[config.mk]
export PLATFORM = sky130hd
export DESIGN_NAME = prog_seq
export DESIGN_NICKNAME = d
export VERILOG_FILES = /design/src/rtl/prog_seq_pkg.sv /design/src/rtl/prog_seq_dec.sv /design/src/rtl/prog_seq.sv
export SDC_FILE = /design/constraint.sdc
export NUM_CORES = 1
export LEC_CHECK = 0
export ABC_CLOCK_PERIOD_IN_PS = 1600
export CORE_MARGIN = 2
export CORE_UTILIZATION = 40
export CTS_CLUSTER_SIZE = 8
export DETAILED_ROUTE_END_ITERATION = 8
export DONT_BUFFER_PORTS = 1
export SLEW_MARGIN = 10
export SYNTH_ARGS = -nofsm -noshare
export SYNTH_HDL_FRONTEND = slang
export SYNTH_SLANG_ARGS = --single-unit
[constraint.sdc]
create_clock -name CLK -period 1.6 [get_ports CLK]
set_input_delay 0.32 -clock CLK [delete_from_list [all_inputs] [get_ports CLK]]
set_output_delay 0.32 -clock CLK [all_outputs]
set_load 0.02 [all_outputs]
[src/rtl/prog_seq_pkg.sv]
// rtl/prog_seq_pkg.sv - shared types and instruction field positions for the program sequencer.
// PROG_SEQ_STACK_EN selects the default for the hardware return stack.
package prog_seq_pkg;

  typedef enum logic [1:0] {
    OP_JMP  = 2'b00,
    OP_CALL = 2'b01,
    OP_RET  = 2'b10,
    OP_NOP  = 2'b11
  } op_e;

  typedef enum logic [1:0] {
    PG_CUR     = 2'b00,
    PG_ZERO    = 2'b01,
    PG_PCH     = 2'b10,
    PG_CUR_ALT = 2'b11
  } pagesel_e;

  typedef enum logic [1:0] {
    CC_ALWAYS = 2'b00,
    CC_Z      = 2'b01,
    CC_C      = 2'b10,
    CC_N      = 2'b11
  } cond_e;

  localparam logic [2:0] BR_CLASS = 3'b111;
  localparam int PSW_Z = 0;
  localparam int PSW_C = 1;
  localparam int PSW_N = 7;

`ifdef PROG_SEQ_STACK_EN
  localparam bit STACK_EN_DEFAULT = 1'b1;
`else
  localparam bit STACK_EN_DEFAULT = 1'b0;
`endif

  // Field LSB positions, counted down from the instruction MSB.
  function automatic int cls_lsb(input int instr_w);
    return instr_w - 3;
  endfunction

  function automatic int op_lsb(input int instr_w);
    return instr_w - 5;
  endfunction

  function automatic int page_lsb(input int instr_w);
    return instr_w - 7;
  endfunction

  function automatic int cond_lsb(input int instr_w);
    return instr_w - 9;
  endfunction

endpackage

[src/rtl/prog_seq_dec.sv]
// rtl/prog_seq_dec.sv - combinational branch-class decoder and condition evaluation.
module prog_seq_dec
  import prog_seq_pkg::*;
#(
  parameter int INSTR_W    = 16,
  parameter int PAGE_OFS_W = 7
) (
  input  logic [INSTR_W-1:0]    instr,
  input  logic [7:0]            psw,
  output logic                  is_br,
  output op_e                   op,
  output pagesel_e              pagesel,
  output logic                  taken,
  output logic [PAGE_OFS_W-1:0] offset
);

  localparam int CLS_LSB  = cls_lsb(INSTR_W);
  localparam int OP_LSB   = op_lsb(INSTR_W);
  localparam int PAGE_LSB = page_lsb(INSTR_W);
  localparam int COND_LSB = cond_lsb(INSTR_W);

  cond_e cond;
  logic  cond_ok;

  always_comb begin
    is_br   = (instr[CLS_LSB +: 3] == BR_CLASS);
    op      = op_e'(instr[OP_LSB +: 2]);
    pagesel = pagesel_e'(instr[PAGE_LSB +: 2]);
    cond    = cond_e'(instr[COND_LSB +: 2]);
    offset  = instr[PAGE_OFS_W-1:0];
    cond_ok = 1'b1;
    case (cond)
      CC_Z:    cond_ok = psw[PSW_Z];
      CC_C:    cond_ok = psw[PSW_C];
      CC_N:    cond_ok = psw[PSW_N];
      default: cond_ok = 1'b1;
    endcase
    // NOP is a branch-class word that never redirects the PC.
    taken = is_br && cond_ok && (op != OP_NOP);
  end

  logic unused_psw;
  assign unused_psw = ^psw[6:2];

endmodule

[src/rtl/prog_seq.sv]
// rtl/prog_seq.sv - program sequencer: PC, paged branches, CALL/RET return stack, HOLD stall.
// Return stack present when PROG_SEQ_STACK_EN is defined (STACK_EN parameter default).
module prog_seq
  import prog_seq_pkg::*;
#(
  parameter int PC_W        = 15,
  parameter int PAGE_OFS_W  = 7,
  parameter int INSTR_W     = 16,
  parameter int STACK_DEPTH = 4,
  parameter bit STACK_EN    = STACK_EN_DEFAULT,
  localparam int PAGE_W     = PC_W - PAGE_OFS_W,
  localparam int SP_W       = $clog2(STACK_DEPTH) + 1
) (
  input  logic               CLK,
  input  logic               nRESET,
  input  logic               HOLD,
  input  logic [7:0]         PSW,
  input  logic [PAGE_W-1:0]  PCH,
  output logic [PC_W-1:0]    IMEM_ADDR,
  input  logic [INSTR_W-1:0] IMEM_DATA,
  output logic [INSTR_W-1:0] INSTR,
  output logic [SP_W-1:0]    SP,
  output logic               STACK_OVF,
  output logic               STACK_UNF
);

  localparam logic [PC_W-1:0] PC_ONE = PC_W'(1);

  logic                  is_br;
  op_e                   op;
  pagesel_e              pagesel;
  logic                  taken;
  logic [PAGE_OFS_W-1:0] offset;

  logic [PC_W-1:0]   pc, pc_inc, pc_next, target, top_addr;
  logic [PAGE_W-1:0] page;
  logic              do_jmp, do_call, do_ret, ret_ok;

  prog_seq_dec #(
    .INSTR_W   (INSTR_W),
    .PAGE_OFS_W(PAGE_OFS_W)
  ) u_dec (
    .instr  (IMEM_DATA),
    .psw    (PSW),
    .is_br  (is_br),
    .op     (op),
    .pagesel(pagesel),
    .taken  (taken),
    .offset (offset)
  );

  assign IMEM_ADDR = pc;
  assign INSTR     = IMEM_DATA;

  always_comb begin
    pc_inc  = pc + PC_ONE;
    do_jmp  = is_br && taken && (op == OP_JMP);
    do_call = is_br && taken && (op == OP_CALL);
    do_ret  = is_br && taken && (op == OP_RET);
    case (pagesel)
      PG_ZERO: page = '0;
      PG_PCH:  page = PCH;
      default: page = pc[PC_W-1:PAGE_OFS_W];
    endcase
    target = {page, offset};
    // Without a stack ret_ok stays 0, so CALL degrades to JMP and RET to PC+1.
    pc_next = pc_inc;
    if (do_jmp || do_call) begin
      pc_next = target;
    end else if (do_ret && ret_ok) begin
      pc_next = top_addr;
    end
  end

  always_ff @(posedge CLK) begin
    if (!nRESET) begin
      pc <= '0;
    end else if (!HOLD) begin
      pc <= pc_next;
    end
  end

  if (STACK_EN) begin : g_stack
    localparam int PTR_W = $clog2(STACK_DEPTH);
    localparam logic [PTR_W-1:0] PTR_ONE = PTR_W'(1);
    localparam logic [SP_W-1:0]  SP_ONE  = SP_W'(1);
    localparam logic [SP_W-1:0]  SP_FULL = SP_W'(STACK_DEPTH);

    logic [PC_W-1:0]  mem [STACK_DEPTH];
    logic [PTR_W-1:0] wr_ptr;
    logic [SP_W-1:0]  sp_q;
    logic             ovf_q, unf_q;

    assign ret_ok    = (sp_q != '0);
    assign top_addr  = mem[wr_ptr - PTR_ONE];
    assign SP        = sp_q;
    assign STACK_OVF = ovf_q;
    assign STACK_UNF = unf_q;

    // wr_ptr always points at the oldest slot once full, so a push overwrites it.
    always_ff @(posedge CLK) begin
      if (nRESET && !HOLD && do_call) begin
        mem[wr_ptr] <= pc_inc;
      end
    end

    always_ff @(posedge CLK) begin
      if (!nRESET) begin
        wr_ptr <= '0;
        sp_q   <= '0;
        ovf_q  <= 1'b0;
        unf_q  <= 1'b0;
      end else if (!HOLD) begin
        if (do_call) begin
          wr_ptr <= wr_ptr + PTR_ONE;
          if (sp_q == SP_FULL) begin
            ovf_q <= 1'b1;
          end else begin
            sp_q <= sp_q + SP_ONE;
          end
        end else if (do_ret) begin
          if (ret_ok) begin
            wr_ptr <= wr_ptr - PTR_ONE;
            sp_q   <= sp_q - SP_ONE;
          end else begin
            unf_q <= 1'b1;
          end
        end
      end
    end
  end else begin : g_no_stack
    assign ret_ok    = 1'b0;
    assign top_addr  = '0;
    assign SP        = '0;
    assign STACK_OVF = 1'b0;
    assign STACK_UNF = 1'b0;
  end

endmodule

==> impl_results.md, run 1 <==
* Routability congestion estimate at 0.817
* Critical path fanouts, max at 5
* Final Hold Fails at 0
* Critical path arrival at 1.77 ns
* Lkg Pwr at 0.509 nW
* Worst vdd ir at 0.000275 V
* Die Ht at 59.5 µm
* Worst Setup SP: IMEM_ADDR[0]
* Layout cells sized above 1 at 0.243
* Port bufs at 0
* Hold Path Class: in -> reg
* Max-cap violations at 0
* Hold Crit Start: HOLD
* Mapped Cells at 170
* Synth async-reset ratio at 0
* GR Overflow Total at 0
* Setup violators final at 0
* Gr usage total at 0.195
* Fin crit share at 0.966
* WP data required at 1.83 ns
* Global-route wire length before repair at 5290 µm
* Clock Tree Buf Depth at 2
* Starting Density at 0.411
* Critical path buffers and inverters at 1
* Clock tree root driver cell: clkbuf_4
* PwrDens at 555 mW/mm²
* Outcome: finished, final reports clean
* Post-CTS setup repair buffer count at 0
* Top post-synthesis cells by area: dfxtp_1, buf_4, a21o_1, a21oi_1, nand2_1
* Critical path's top delay family: simple AND/OR/NAND/NOR gates
* Mapped Area at 0.00123 mm²
* CP endpoint kind: flop
* CP startpoint kind: flop
* Fmax at 647 MHz
* Pin count of the biggest net entering global routing at 24
* Nets at 214
* DR vias/cell at 6.09
* Primary FF master, synth: dfxtp_1
* CP max stage cell: dfxtp_2
* Yosys cell types at 42
* Wire length per cell at 15.6 µm
* Clk sinks at 15
* Routed WL at 3280 µm
* Critical path class: reg -> reg
* Max reg flops at 15
* Core Footprint at 0.00300 mm²
* Worst skew pair latency at 0.31 ns
* Vias at 1279
* Fin crit period at 1.55 ns
* Chip width at 59.5 µm
* Synth warnings at 0
* Yosys top cell by area: dfxtp_1
* H-tree levels at 1
* Number of synthesized flops with an enable pin at 0
* Max-slew violations at 0
* Worst path cell trace: buf_4 > nand3_1 > or2_4 > or3_1 > a21o_1 > a21oi_1
* Clk slew on worst S/H paths at 0.11 ns
* Final instance area at 0.00135 mm²
* Yosys reg bits at 15
* Antenna violations before repair at 0
* I/O pins at 71
* CTS hold repair buffers at 0
* Number of CTS-inserted buffers at 3
* Remaining DRCs at 0
* Starting DRC count in detailed routing at 50
* CTS tree: done
* Placed instance area at 0.00130 mm²
* Std cell rows at 20
* TritonRoute pass-1 iters at 4
* ANT nets after route at 0
* Unrepaired setup endpoints after global routing: true
* Layout area overhead at 9.23%
* Ant. Diodes at 0
* CTS resizes at 1
* Sequential fraction of the synthesis area at 0.243
* FF-to-FF Start: IMEM_ADDR[0]
* Most numerous cell in the Yosys netlist: buf_4
* Clock Skew at 0.0171 ns
* Top post-synthesis cells by count: buf_4, nand2_1, a21oi_1, dfxtp_1, o21ai_0
* DIE AREA at 0.00354 mm²
* CP peak stage delay at 0.34 ns
* Syn Area/Cell at 7.26 µm²
* Yosys top cell area share at 0.243
* Dpl hpwl at 2530 µm
* WHS at 0.137 ns
* Vias in the first global route at 1180
path summary, 6_finish.rpt:
check                 end  slack [ns]  cells past startpoint
min reg2reg  IMEM_ADDR[4]        0.55                      2
max reg2reg  IMEM_ADDR[5]        0.05                      6
min          IMEM_ADDR[0]        0.14                      2
max          IMEM_ADDR[5]        0.05                      6
metal layers:
| metal | vias to the layer above | routed length [µm] | global-route usage |
|---|---|---|---|
| li1 | 606 | - | - |
| met1 | 614 | 1390 | 0.254 |
| met2 | 54 | 1590 | 0.316 |
| met3 | 5 | 248 | 0.0393 |
| met4 | 0 | 44 | 0.0762 |
| met5 | - | 0 | 0 |
logic make-up after synthesis:
logic type / after synthesis / share of synthesized area
compound gates: 59 / 0.311
simple gates: 59 / 0.239
buf+inv: 33 / 0.177
flops: 15 / 0.243
fa+ha+maj: 1 / 0.0101
other cells: 1 / 0.00304
xor+xnor: 1 / 0.00710
mux: 1 / 0.00811
report_power, final:
part           internal, W  switching (W)  total [W]
Clock            0.0000933       0.000145   0.000238
Sequential        0.000383     0.00000640   0.000389
Combinational    0.0000472      0.0000732   0.000120
Total             0.000523       0.000224   0.000747
stage by stage:
step	cells	worst slack [ns]	utilization	setup TNS (ns)	total power, W
after global placement	206	0.0167	0.434	0	0.000512
after floorplan	174	0.00273	-	0	0.000555
after global routing	210	-0.0213	0.449	-0.0404	0.000785
after detailed placement	206	-0.0106	0.434	-0.0192	0.000516
after CTS	210	0.00789	0.445	0	0.000749
final	210	0.0549	0.449	0	0.000747
final cells by class:
type,count,area [µm²]
flip-flops and latches,15,305
clock inverters,1,5.00
inverters,4,15.0
multi-input cells,126,748
repair buffers,28,210
well taps,33,41.3
clock buffers,3,22.5
fillers,329,1660
cell usage in the layout, fill, tap and decap left out, types with 4 or more instances in the layout:
cell type,netlist,layout
conb_1,1,5
a21oi_1,15,15
o21ai_0,14,14
dfxtp_2,0,4
nor2_1,9,9
buf_4,23,28
dfxtp_1,15,11
nand3_1,9,8
a21o_1,11,11
nand2_1,20,20
No activity file was read; power rests on OpenSTA's default activity.
==> inputs of run 2 (changes only) <==
--- a/config.mk
+++ b/config.mk
@@ -11,6 +11,8 @@
 export CTS_CLUSTER_SIZE = 8
 export DETAILED_ROUTE_END_ITERATION = 8
 export DONT_BUFFER_PORTS = 1
+export RECOVER_POWER = 100
+export REMOVE_ABC_BUFFERS = 1
 export SLEW_MARGIN = 10
 export SYNTH_ARGS = -nofsm -noshare
 export SYNTH_HDL_FRONTEND = slang
==> impl_results.md, run 2 (synthesis gave the netlist of run 1 again) <==
* Routed WL at 3270 µm (-0.46%)
* PwrDens at 573 mW/mm² (+3.2%)
* Hold Crit Start: HOLD
* Placed instance area at 0.00127 mm² (-2.2%)
* Global-route wire length before repair at 5120 µm (-3.1%)
* Worst skew pair latency at 0.29 ns (-0.02 ns)
* Max-slew violations at 0 (unchanged)
* Routability congestion estimate at 0.831 (+1.7%)
* Met1 Usage GRT at 0.216 (-0.0384)
* Vias in the first global route at 1221 (+3.5%)
* CTS tree: done
* Commonest non-fill, non-tap cell in the layout: nand2_1
* Final Hold Fails at 0 (unchanged)
* Clock tree root driver cell: clkbuf_4
* Wire length per cell at 15.7 µm (+0.50%)
* Met3 Usage GRT at 0.0371 (-0.00218)
* Dpl hpwl at 2490 µm (-1.5%)
* Starting DRC count in detailed routing at 38 (-24%)
* Critical path class: reg -> reg
* Die Ht at 59.5 µm (unchanged)
* Antenna violations before repair at 0 (unchanged)
* Gr usage total at 0.189 (-0.00628)
* Remaining DRCs at 0 (unchanged)
* Fin crit share at 0.953 (-0.0130)
* Layout fillers at 314 (-4.6%)
* I/O pins at 71 (unchanged)
* CP endpoint kind: flop
* CP startpoint kind: flop
* Most frequent cells in the layout: nand2_1, buf_4, a21oi_1
* Fin crit period at 1.52 ns (-0.0207 ns)
* Critical path fanouts, max at 4 (-1)
* Max reg flops at 15 (unchanged)
* Std cell rows at 20 (unchanged)
* Post-place setup slack at -0.0108 ns (-0.000171 ns)
* Worst Setup Slack, final at 0.0756 ns (+0.0207 ns)
* Most crowded layer after global routing: met2
* Chip width at 59.5 µm (unchanged)
* Clock Tree Buf Depth at 2 (unchanged)
* DIE AREA at 0.00354 mm² (unchanged)
* Vias at 1227 (-4.1%)
* Sequential Area at 305 µm² (unchanged)
* Final Util at 0.435 (-0.0133)
* Unrepaired setup endpoints after global routing: false
* Lkg Pwr at 0.463 nW (-9.0%)
* GR Layer Usage met2 at 0.342 (+0.0267)
* Ant. Diodes at 0 (unchanged)
* Setup violators final at 0 (unchanged)
* Port bufs at 0 (unchanged)
* H-tree levels at 1 (unchanged)
* Clk slew on worst S/H paths at 0.10 ns (about the same)
* Critical path arrival at 1.75 ns (-0.02 ns)
* Clock Skew at 0.00163 ns (-0.0155 ns)
* Fmax at 656 MHz (+1.4%)
* Worst vdd ir at 0.000228 V (-17%)
* TritonRoute pass-1 iters at 4 (unchanged)
* Multi-input logic area at 757 µm² (+1.2%)
* Outcome: finished, final reports clean
* Nets at 212 (-0.93%)
* ANT nets after route at 0 (unchanged)
* Clk sinks at 15 (unchanged)
* GR Overflow Total at 0 (unchanged)
* Layout cells sized above 1 at 0.194 (-0.0487)
* Pin count of the biggest net entering global routing at 24 (unchanged)
* Hold Path Class: in -> reg
* Starting Density at 0.411 (unchanged)
* Layout area overhead at 5.98%
* FF-to-FF Start: IMEM_ADDR[0]
* DR vias/cell at 5.90 (-3.1%)
* Number of CTS-inserted buffers at 3 (unchanged)
* Worst Setup SP: IMEM_ADDR[0]
* Max-cap violations at 0 (unchanged)
* WHS at 0.147 ns (+0.00935 ns)
* Final instance area at 0.00131 mm² (-3.0%)
* WP data required at 1.83 ns (about the same)
* Core Footprint at 0.00300 mm² (unchanged)
-- run 2: per-stage QoR --
stage | setup TNS, ns | instances | power [W]
after global routing | 0 | 208 | 0.000779
after global placement | 0 | 203 | 0.000512
after CTS | -0.000976 | 207 | 0.000746
final | 0 | 208 | 0.000749
after floorplan | -4.69 | 145 | 0.000475
after detailed placement | -0.0184 | 203 | 0.000516
-- run 2: power by group --
| part | internal [W] | switching, W | total, W | leakage (nW) |
|---|---|---|---|---|
| Clock | 0.0000971 | 0.000140 | 0.000237 | 0.0150 |
| Combinational | 0.0000466 | 0.0000746 | 0.000121 | 0.324 |
| Sequential | 0.000383 | 0.00000743 | 0.000390 | 0.123 |
-- run 2: critical path: stages (launching register included) --
cell	delay (ns)
dfxtp_2	0.35
ha_1	0.21
nand3_2	0.15
buf_4	0.18
or3_1	0.30
a21o_1	0.18
a21oi_1	0.10
-- run 2: timing repair --
item | CTS | global route
buffers inserted | 0 | 1
setup endpoints to repair | 1 | 7
resized for setup | 0 | 11
pin swaps | 0 | 0
hold buffers | 0 | 0
-- run 2: layout make-up --
class	instances	share of cell area
Tap cell	33	0.0316
Clock buffer	4	0.0201
Inverter	4	0.0115
Multi-Input combinational cell	126	0.579
Sequential cell	15	0.233
Timing Repair Buffer	26	0.124
-- run 2: layer usage --
layer  wire, µm  vias up
met4         41        0
met5          0        -
met1       1380      553
met2       1560       65
li1           -      604
met3        282        5
-- run 2: final timing paths --
check,endpoint,slack [ns],depth (start not counted)
max,IMEM_ADDR[4],0.08,6
max reg2reg,IMEM_ADDR[4],0.08,6
min,IMEM_ADDR[0],0.15,2
min reg2reg,IMEM_ADDR[4],0.50,2
==> inputs of run 3 (changes only) <==
--- a/config.mk
+++ b/config.mk
@@ -5,7 +5,7 @@
 export SDC_FILE = /design/constraint.sdc
 export NUM_CORES = 1
 export LEC_CHECK = 0
-export ABC_CLOCK_PERIOD_IN_PS = 1600
+export ABC_CLOCK_PERIOD_IN_PS = 1400
 export CORE_MARGIN = 2
 export CORE_UTILIZATION = 40
 export CTS_CLUSTER_SIZE = 8
==> constraint.sdc (replaced) <==
create_clock -name CLK -period 1.4 [get_ports CLK]
set_input_delay 0.28 -clock CLK [delete_from_list [all_inputs] [get_ports CLK]]
set_output_delay 0.28 -clock CLK [all_outputs]
set_load 0.02 [all_outputs]
==> impl_results.md, run 3 (synthesis gave the netlist of run 1 again) <==
* Seq pwr share at 0.514 (-0.007)
* PwrDens at 562 mW/mm² (-1.8%)
* CP startpoint kind: flop
* Failing checks: negative setup slack
* Vias in the first global route at 1309 (+7.2%)
* Switch share at 0.291 (-0.00611)
* Starting Density at 0.411 (unchanged)
* Max reg flops at 15 (unchanged)
* ANT nets after route at 0 (unchanged)
* Fin crit share at 1.02 (+0.0684)
* Dpl hpwl at 2600 µm (+4.5%)
* Fmax at 699 MHz (+6.6%)
* Worst skew pair latency at 0.28 ns (about the same)
* Commonest non-fill, non-tap cell in the layout: buf_4
* CP peak stage delay at 0.39 ns (+0.04 ns)
* Clk sinks at 15 (unchanged)
* Clk slew on worst S/H paths at 0.10 ns (about the same)
* DR vias/cell at 6.00 (+1.7%)
* FF-to-FF Start: IMEM_ADDR[1]
* I/O pins at 71 (unchanged)
* Critical path buffers and inverters at 1 (unchanged)
* Pin count of the biggest net entering global routing at 24 (unchanged)
* Vias at 1344 (+9.5%)
* GR Overflow Total at 0 (unchanged)
* Starting DRC count in detailed routing at 74 (+95%)
* Critical path class: reg -> reg
* Worst path cell trace: ha_4 > nand3_4 > buf_6 > or3_1 > a21o_1 > a21oi_1
* Layout area overhead at 25.1%
* Post-place setup slack at -0.215 ns (-0.204 ns)
* Core Footprint at 0.00300 mm² (unchanged)
* Gr usage total at 0.204 (+0.0147)
* Reg2Reg Depth at 6 (unchanged)
* Lkg Pwr at 0.574 nW (+24%)
* Antenna violations before repair at 0 (unchanged)
* Reg2Reg Setup Slack at -0.03 ns (-0.11 ns)
* Hold path endpoint: IMEM_ADDR[0]
* Most frequent cells in the layout: buf_4, nand2_1, a21oi_1
* Worst vdd ir at 0.000309 V (+36%)
* Port bufs at 0 (unchanged)
* Remaining DRCs at 0 (unchanged)
* CP endpoint kind: flop
* TritonRoute pass-1 iters at 4 (unchanged)
* Hold Path Class: in -> reg
* Layout cells sized above 1 at 0.361 (+0.167)
* Comb pwr share at 0.186 (+0.024)
* Worst Setup Slack, final at -0.0296 ns (-0.105 ns)
* Total power at 0.000868 W (+16%)
* Max-cap violations at 0 (unchanged)
* Critical path fanouts, max at 4 (unchanged)
* Number of CTS-inserted buffers at 3 (unchanged)
* Die Ht at 59.5 µm (unchanged)
* Final Hold Fails at 0 (unchanged)
* Unrepaired setup endpoints after global routing: true
* CTS hold repair buffers at 0 (unchanged)
* Nets at 228 (+7.5%)
* DIE AREA at 0.00354 mm² (unchanged)
* Global-route wire length before repair at 5620 µm (+9.8%)
* Routability congestion estimate at 0.845 (+1.7%)
* Critical path's top delay family: flip-flops
* H-tree levels at 1 (unchanged)
* Final Util at 0.514 (+0.0783)
* CP max stage cell: dfxtp_4
* Clock tree root driver cell: clkbuf_4
* Clock Skew at 0.00150 ns (-0.000124 ns)
* Routed WL at 3500 µm (+7.1%)
* Std cell rows at 20 (unchanged)
* Clock Tree Buf Depth at 2 (unchanged)
* Wire length per cell at 15.6 µm (-0.52%)
* Fin crit period at 1.43 ns (-0.0947 ns)
* FF-to-FF End: IMEM_ADDR[4]
* WP data required at 1.61 ns (-0.22 ns)
* Setup violators final at 1 (+1)
* Outcome: finished with violations
* Hold Crit Start: HOLD
* Critical path arrival at 1.64 ns (-0.11 ns)
* Chip width at 59.5 µm (unchanged)
* Int Pwr at 0.000615 W (+17%)
* CTS tree: done
* Ant. Diodes at 0 (unchanged)
* Clock Power Share at 0.300 (-0.017)
* WHS Path Cells at 2 (unchanged)
* Max-slew violations at 0 (unchanged)
* Sw Pwr at 0.000252 W (+13%)
run 3: worst max-delay path by stage:
stage / cells after the start / end / startpoint / slack, ns
finish: 6 / IMEM_ADDR[4] / IMEM_ADDR[1] / -0.03
global route: 5 / IMEM_ADDR[14] / IMEM_ADDR[1] / -0.11
CTS: 6 / IMEM_ADDR[4] / IMEM_ADDR[1] / -0.02
detailed placement: 7 / IMEM_ADDR[8] / IMEM_ADDR[0] / -0.21
global placement: 5 / IMEM_ADDR[14] / IMEM_ADDR[0] / -0.12
floorplan: 5 / IMEM_ADDR[7] / IMEM_DATA[12] / -0.66
run 3: stage by stage:
stage                     std cells  cell area, µm²  hold WS, ns  TNS [ns]
after floorplan                 145            1040        0.416     -6.93
after global placement          217            1380        0.422    -0.944
after detailed placement        217            1380        0.424     -1.56
after CTS                       222            1500        0.120   -0.0241
after global routing            224            1540        0.115    -0.461
final                           224            1540        0.122   -0.0296
run 3: area by class of cell:
class	count	area (µm²)
Multi-Input combinational cell	126	825
Tap cell	33	41.3
Inverter	4	15.0
Sequential cell	15	320
Timing Repair Buffer	42	315
Fill cell	296	1460
Clock buffer	4	26.3
run 3: power by group through the flow:
stage                     clock network (W)   logic, W  registers, W
after floorplan                           0  0.0000747      0.000468
after global placement                    0   0.000148      0.000454
after detailed placement                  0   0.000151      0.000456
after CTS                          0.000262   0.000158      0.000447
after global routing               0.000288   0.000177      0.000447
final                              0.000260   0.000162      0.000446
run 3: routing by layer:
metal / track usage / routed length, µm
met5: 0 / 0
met4: 0.0571 / 35
met3: 0.0437 / 281
met2: 0.367 / 1740
met1: 0.240 / 1440
run 3: what timing repair did:
action / CTS / global route
endpoints found under the setup margin: 8 / 10
hold endpoints to repair: 0 / 0
pin swaps: 6 / 7
gates resized for setup: 24 / 14
setup buffers: 1 / 2
